### src/rtl/bcd_step_counter_if.sv
// Button, load and digit signals of the BCD step counter.
// The master side drives buttons/load; the slave side is the counter itself.
interface bcd_step_counter_if;
  logic       btn_run;
  logic       btn_dir;
  logic       load;
  logic [3:0] load_val;
  logic [3:0] bcd;
  logic       carry;
  logic       running;
  logic       dir;

  modport master (
    output btn_run, btn_dir, load, load_val,
    input  bcd, carry, running, dir
  );

  modport slave (
    input  btn_run, btn_dir, load, load_val,
    output bcd, carry, running, dir
  );
endinterface

### src/rtl/bcd_step_counter.sv
// Single-digit BCD up/down counter with debounced run/pause and direction buttons,
// a free-running step prescaler while running, and a synchronous preset load.
//
// state   | meaning
// --------+---------------------------------------------
// S_PAUSE | digit frozen, prescaler held at 0
// S_RUN   | prescaler counts, digit steps on terminal count
module bcd_step_counter #(
  parameter int                   DIV_WIDTH = 24,
  parameter logic [DIV_WIDTH-1:0] DIV_TERM  = DIV_WIDTH'(9_999_999),
  parameter int                   DEB_LEN   = 4
) (
  input logic               clk,
  input logic               rst_n,
  bcd_step_counter_if.slave bus
);

  typedef enum logic {
    S_PAUSE = 1'b0,
    S_RUN   = 1'b1
  } state_e;

  // Index 0 is the run button, index 1 the direction button.
  logic [1:0][DEB_LEN-1:0] sh_q, sh_d;
  logic [1:0]              deb_q, deb_d;
  logic [1:0]              dly_q;
  logic [1:0]              raw;
  logic [1:0]              pulse;

  state_e                  state_q, state_d;
  logic [DIV_WIDTH-1:0]    pre_q, pre_d;
  logic                    dir_q, dir_d;
  logic [3:0]              bcd_q, bcd_d;
  logic                    carry_q, carry_d;
  logic                    step;
  logic                    load_ok;

  assign raw   = {bus.btn_dir, bus.btn_run};
  assign pulse = deb_q & ~dly_q;

  // Level only moves once the whole sample window agrees.
  always_comb begin
    sh_d  = sh_q;
    deb_d = deb_q;
    for (int i = 0; i < 2; i++) begin
      sh_d[i] = {sh_q[i][DEB_LEN-2:0], raw[i]};
      if (&sh_q[i]) begin
        deb_d[i] = 1'b1;
      end else if (~|sh_q[i]) begin
        deb_d[i] = 1'b0;
      end
    end
  end

  always_comb begin
    state_d = state_q;
    if (pulse[0]) begin
      state_d = (state_q == S_RUN) ? S_PAUSE : S_RUN;
    end
  end

  assign step = (state_q == S_RUN) && (pre_q == DIV_TERM);

  // Entering or leaving RUN restarts the period from zero.
  always_comb begin
    pre_d = '0;
    if ((state_q == S_RUN) && (state_d == S_RUN)) begin
      pre_d = step ? '0 : pre_q + DIV_WIDTH'(1);
    end
  end

  assign dir_d   = dir_q ^ pulse[1];
  assign load_ok = bus.load && (bus.load_val <= 4'd9);

  // A valid load wins over a step; the step then uses the pre-toggle direction.
  always_comb begin
    bcd_d   = bcd_q;
    carry_d = 1'b0;
    if (load_ok) begin
      bcd_d = bus.load_val;
    end else if (step) begin
      if (!dir_q) begin
        if (bcd_q >= 4'd9) begin
          bcd_d   = 4'd0;
          carry_d = 1'b1;
        end else begin
          bcd_d = bcd_q + 4'd1;
        end
      end else begin
        if (bcd_q == 4'd0) begin
          bcd_d   = 4'd9;
          carry_d = 1'b1;
        end else begin
          bcd_d = bcd_q - 4'd1;
        end
      end
    end
  end

  always_ff @(posedge clk) begin
    if (!rst_n) begin
      sh_q    <= '0;
      deb_q   <= '0;
      dly_q   <= '0;
      state_q <= S_PAUSE;
      pre_q   <= '0;
      dir_q   <= 1'b0;
      bcd_q   <= 4'd0;
      carry_q <= 1'b0;
    end else begin
      sh_q    <= sh_d;
      deb_q   <= deb_d;
      dly_q   <= deb_q;
      state_q <= state_d;
      pre_q   <= pre_d;
      dir_q   <= dir_d;
      bcd_q   <= bcd_d;
      carry_q <= carry_d;
    end
  end

  assign bus.bcd     = bcd_q;
  assign bus.carry   = carry_q;
  assign bus.running = (state_q == S_RUN);
  assign bus.dir     = dir_q;

endmodule
### src/flat_wrapper.sv
// flat-port wrapper written by rule: the top's interface ports become plain ports
module bcd_step_counter_flat 
#(
  parameter int                   DIV_WIDTH = 24,
  parameter logic [DIV_WIDTH-1:0] DIV_TERM  = DIV_WIDTH'(9_999_999),
  parameter int                   DEB_LEN   = 4
)
  (clk, rst_n, bus_btn_run, bus_btn_dir, bus_load, bus_load_val, bus_bcd, bus_carry, bus_running, bus_dir);
  bcd_step_counter_if bus_i ();
  input logic clk;
  input logic rst_n;
  input wire logic [$bits(bus_i.btn_run)-1:0] bus_btn_run;
  input wire logic [$bits(bus_i.btn_dir)-1:0] bus_btn_dir;
  input wire logic [$bits(bus_i.load)-1:0] bus_load;
  input wire logic [$bits(bus_i.load_val)-1:0] bus_load_val;
  output wire logic [$bits(bus_i.bcd)-1:0] bus_bcd;
  output wire logic [$bits(bus_i.carry)-1:0] bus_carry;
  output wire logic [$bits(bus_i.running)-1:0] bus_running;
  output wire logic [$bits(bus_i.dir)-1:0] bus_dir;
  assign bus_i.btn_run = bus_btn_run;
  assign bus_i.btn_dir = bus_btn_dir;
  assign bus_i.load = bus_load;
  assign bus_i.load_val = bus_load_val;
  assign bus_bcd = bus_i.bcd;
  assign bus_carry = bus_i.carry;
  assign bus_running = bus_i.running;
  assign bus_dir = bus_i.dir;
  bcd_step_counter #(.DIV_WIDTH(DIV_WIDTH), .DIV_TERM(DIV_TERM), .DEB_LEN(DEB_LEN)) u_core (.clk(clk), .rst_n(rst_n), .bus(bus_i));
endmodule
### config.mk
export PLATFORM = sky130hd
export DESIGN_NAME = bcd_step_counter_flat
export DESIGN_NICKNAME = d
export VERILOG_FILES = /design/src/rtl/bcd_step_counter_if.sv /design/src/rtl/bcd_step_counter.sv /design/src/flat_wrapper.sv
export SDC_FILE = /design/constraint.sdc
export NUM_CORES = 1
export LEC_CHECK = 0
export CORE_MARGIN = 4
export CORE_UTILIZATION = 35
export DETAILED_ROUTE_END_ITERATION = 7
export GPL_ROUTABILITY_DRIVEN = 0
export SETUP_SLACK_MARGIN = 0.5
export SYNTH_ARGS = -nofsm -noshare
export SYNTH_HDL_FRONTEND = slang
export SYNTH_SLANG_ARGS = --single-unit
### constraint.sdc
create_clock -name clk -period 2.06 [get_ports clk]
set_input_delay 0.412 -clock clk [delete_from_list [all_inputs] [get_ports clk]]
set_output_delay 0.412 -clock clk [all_outputs]
set_load 0.005 [all_outputs]
## Word-level counts from Yosys, hierarchy flattened

Cells that the tools add are included.

| word-level totals | value |
|---|---|
| flip-flop bits (word level) | 43 |
| input port bits | 9 |
| output and inout port bits | 7 |
| word-level logic and storage cells | 49 |

| operators by class | value |
|---|---|
| $add $sub $neg | 3 |
| order comparisons | 2 |
| eq/ne operators | 3 |
| mux-type cells | 14 |
| bitwise logic cells | 6 |
| reductions and logical operators | 11 |

Operators by type and width:

| operator | count |
|---|---|
| $add 24x1->24 const B | 1 |
| $eq 24x24->1 const B | 1 |
| $mux 4 | 5 |
| $mux 1 | 9 |
| $reduce_and 4->1 | 2 |
| $reduce_or 4->1 | 2 |
| $reduce_or 3->1 | 2 |
| $add 4x1->4 const B | 1 |
| $ge 4x4->1 const B | 1 |
| $le 4x4->1 const B | 1 |
| $logic_not 4->1 | 1 |
| $ne 2x1->1 const B | 2 |
| $sub 4x1->4 const B | 1 |
| $logic_and 1x1->1 | 3 |
| $not 1->1 | 3 |
| $and 2x2->2 | 1 |
| $not 2->2 | 1 |
| $reduce_bool 2->1 | 1 |
| $xor 1x1->1 | 1 |

## Longest topological paths before layout

| logic depth | value |
|---|---|
| depth after elaboration | 6 |
| depth in mapped cells | 7 |
| gate-level depth less buffers | 6 |

## Worst setup path before layout

No wires, ideal clock.

| timing | value |
|---|---|
| path type | reg2reg |
| start point | reg u_core.pre_q[0] |
| end point | reg u_core.pre_q[2] |
| library setup time | 0.119 ns |
| arrival | 1.820 ns |
| data required time | 1.941 ns |
| setup slack | 0.121 ns |
| stages on the path, launching flop included | 8 |
| clock period less this slack | 1.939 ns |
| path through | dfxtp_1 > ha_1 > nand4_1 > or4_1 > clkbuf_1 > o211ai_2 > buf_2 > nor2_1 |

| on the way | value |
|---|---|
| cells in the longest elaborated chain, start to end | 3 |
| elaborated cells on any way between the ends | 4 |

RTL lines:

| item | line | RTL |
|---|---|---|
| start: declaration | bcd_step_counter.sv:31 | `logic [DIV_WIDTH-1:0] pre_q, pre_d;` |
| start signal: assignment | bcd_step_counter.sv:115 | `pre_q <= pre_d;` |
| parallel branches: the longest is 3 deep, another holds $add 24x1->24 | -- |  |

Several ways; the timed one is not identified.
A chain may end at the register's enable or synchronous reset.

## Final worst setup path

| timing | value |
|---|---|
| start point | reg u_core.pre_q[15] |
| end point | reg u_core.pre_q[20] |

The elaborated chain is that of the path after synthesis.

==> impl_metrics.toml <==
[floorplan]
io_pins = 16
rows = 28
die_width_um = 86.14
initial_core_util = 0.3609
die_height_um = 86.14
die_area_um2 = 7420
core-area_um2 = 5921

[run_status]
outcome = "completed"

[clock_network]
cts_sinks = 43
cts_tree = "built"
cts_buffers = 5
cts_hold_buf = 0
htree_levels = 2
clock_latency_ns = 0.30
cts_root_buf = "clkbuf_8"
clock_path_buffers = 2
clk_pin_slew_ns = 0.08

[detailed_routing]
vias = 1886
dr.pass1.iters = 4
drt-wirelength-per-cell_um = 13.32
drtIter0Drc = 99
routed_via_density = 5.404
wl_um = 4649
drc = 0
drtAntennaViolNets = 0

[logic_synthesis]
netlist_area_um2 = 2137
ys_ff_latch = 43
synth_cells = 240
synth-async-reset-ratio = 0
avgSynthCellArea_um2 = 8.904
synth_area_leaders = "dfxtp_1, o31ai_1, and2_1, ha_1, xnor2_1"
ys.flop_type = "dfxtp_1"
synth_cell_type_count = 44
yosysTopAreaCell = "dfxtp_1"
synth_top_area_frac = 0.4028
postSynthNetCount = 255
synth-edff-count = 0
ys_seq_area_frac = 0.4028
yosysWarnings = 0

[finish]
num-nets-final = 288
final_cell_mix = "dfxtp_1, buf_4, nor2_1"
layout_commonest_cell = "dfxtp_1"
drive_above_1_share = 0.3066
design_area_um2 = 2821
area_growth_pct = 32.03
antenna_cells = 0

[sta]
finalSetupViolations = 0
fin_crit_ns = 1.710
hold_viol = 0
rsz0062_at_grt = "yes"
fin_skew_ns = 0.004287
period_share = 0.8302
fmax_mhz = 584.7
report.final.slew_viol_count = 0
relSlewSlack = 0.6675
whs_ns = 0.4489
tightest_slew_ns = 0.4941
setup_tns_ns = 0

[placed_design]
place_area_um2 = 2460
dpl.hpwl_um = 3057
portBuffers = 15

[setup_path]
crit_path_max_fanout = 5
end_kind = "flip-flop"
cp-start-kind = "flip-flop"
path_class = "reg2reg"
required_ns = 2.30
cp.arrival_ns = 1.95

[global_route]
overflow = 0
antenna_found_initial = 0
grt_start_max_net_pins = 24
grt_pass1_vias = 1744
track_usage = 0.1343
grt_pass1_wl_um = 8052

[worst_hold_path]
hp-class = "reg2reg"

[power]
power_leakage_nw = 0.9474
vdd_drop_max_mv = 0.4405
power.density_nw_per_um2 = 569.6

[flow_run]
max_cap_violations = 0
==> report_power, final <==
group,leakage (nW),switching (mW),internal (mW)
sequential,0.360,0.00788,0.829
combinational,0.529,0.0527,0.0596
clock,0.0581,0.297,0.361
total,0.947,0.358,1.25
==> cells in the mapped netlist, drive strengths merged, types with 5 or more instances <==
| cell | n |
|---|---|
| o2111ai | 6 |
| a21oi | 13 |
| xor2 | 6 |
| o21ai | 6 |
| nand3 | 11 |
| clkbuf | 8 |
| nor2b | 5 |
| nor2 | 15 |
| inv | 8 |
| xnor2 | 7 |
| nand4 | 9 |
| nor4b | 6 |
| or4 | 10 |
| ha | 6 |
| buf | 5 |
| dfxtp | 43 |
| and2 | 12 |
| o31ai | 11 |
| nand2 | 12 |
==> logic make-up after synthesis <==
group	count (synthesis)	share of synthesized area
AO/OA/AOI/OAI	49	0.1645
XOR/XNOR	13	0.05328
adder cells (fa/ha/maj)	6	0.03513
buffers and inverters	21	0.04099
flip-flops	43	0.4028
AND/OR/NAND/NOR	108	0.3033
==> critical path, stage by stage, from the launching register on <==
cell	delay [ns]
dfxtp_2	0.37
nand4_1	0.12
or4_4	0.58
or4_1	0.44
a21oi_2	0.14
==> final timing paths <==
kind	from	to	slack, ns	cells past startpoint
max	u_core.pre_q[15]	u_core.pre_q[20]	0.35	4
min	u_core.pre_q[0]	u_core.pre_q[0]	0.45	1
max reg2reg	u_core.pre_q[15]	u_core.pre_q[20]	0.35	4
min reg2reg	u_core.pre_q[0]	u_core.pre_q[0]	0.45	1
==> repair_timing <==
action | CTS | global route
resized for setup | 36 | 14
setup endpoints to repair | 34 | 28
pin swaps | 4 | 0
hold endpoints to repair | 0 | 0
gates cloned | 1 | 0
buffers inserted | 12 | 2
==> area by class of cell <==
cell class	instances	area, µm²
clock buffer	5	68.82
clock inverter	3	43.79
timing repair buffer	38	327.8
tap	75	93.84
multi-input combinational	177	1346
fill	562	3099
sequential	43	910.9
inverter	8	30.03
==> state kept, by name (all words and copies together), names as in the netlist <==
name and flops:
u_core.bus.dir 1, u_core.pre_q 24, u_core.sh_q 2, u_core.bus.bcd 4, u_core.bus.carry 1, u_core.deb_q 2
u_core.bus.running 1, u_core.dly_q 2, u_core.sh_d 6
==> per-layer routing <==
metal / GRT usage / up-vias / wire, µm / part of all wire
met4: 0.04748 / 0 / 64 / 0.014
li1: - / 955 / - / -
met3: 0.03170 / 5 / 182 / 0.039
met5: 0 / - / 0 / 0
met1: 0.1771 / 894 / 2236 / 0.48
met2: 0.2137 / 32 / 2166 / 0.47
==> stage by stage <==
step	power, mW	util	std cells	setup WS [ns]
final	1.607	0.4765	349	0.3498
after global routing	1.677	0.4765	349	0.2853
after CTS	1.633	0.4639	347	0.3480
after detailed placement	0.9689	0.4155	326	0.1564
after global placement	0.9680	0.4155	326	0.2105
after floorplan	0.9253	-	240	0.3129
Power figures use the tool's default switching activity.
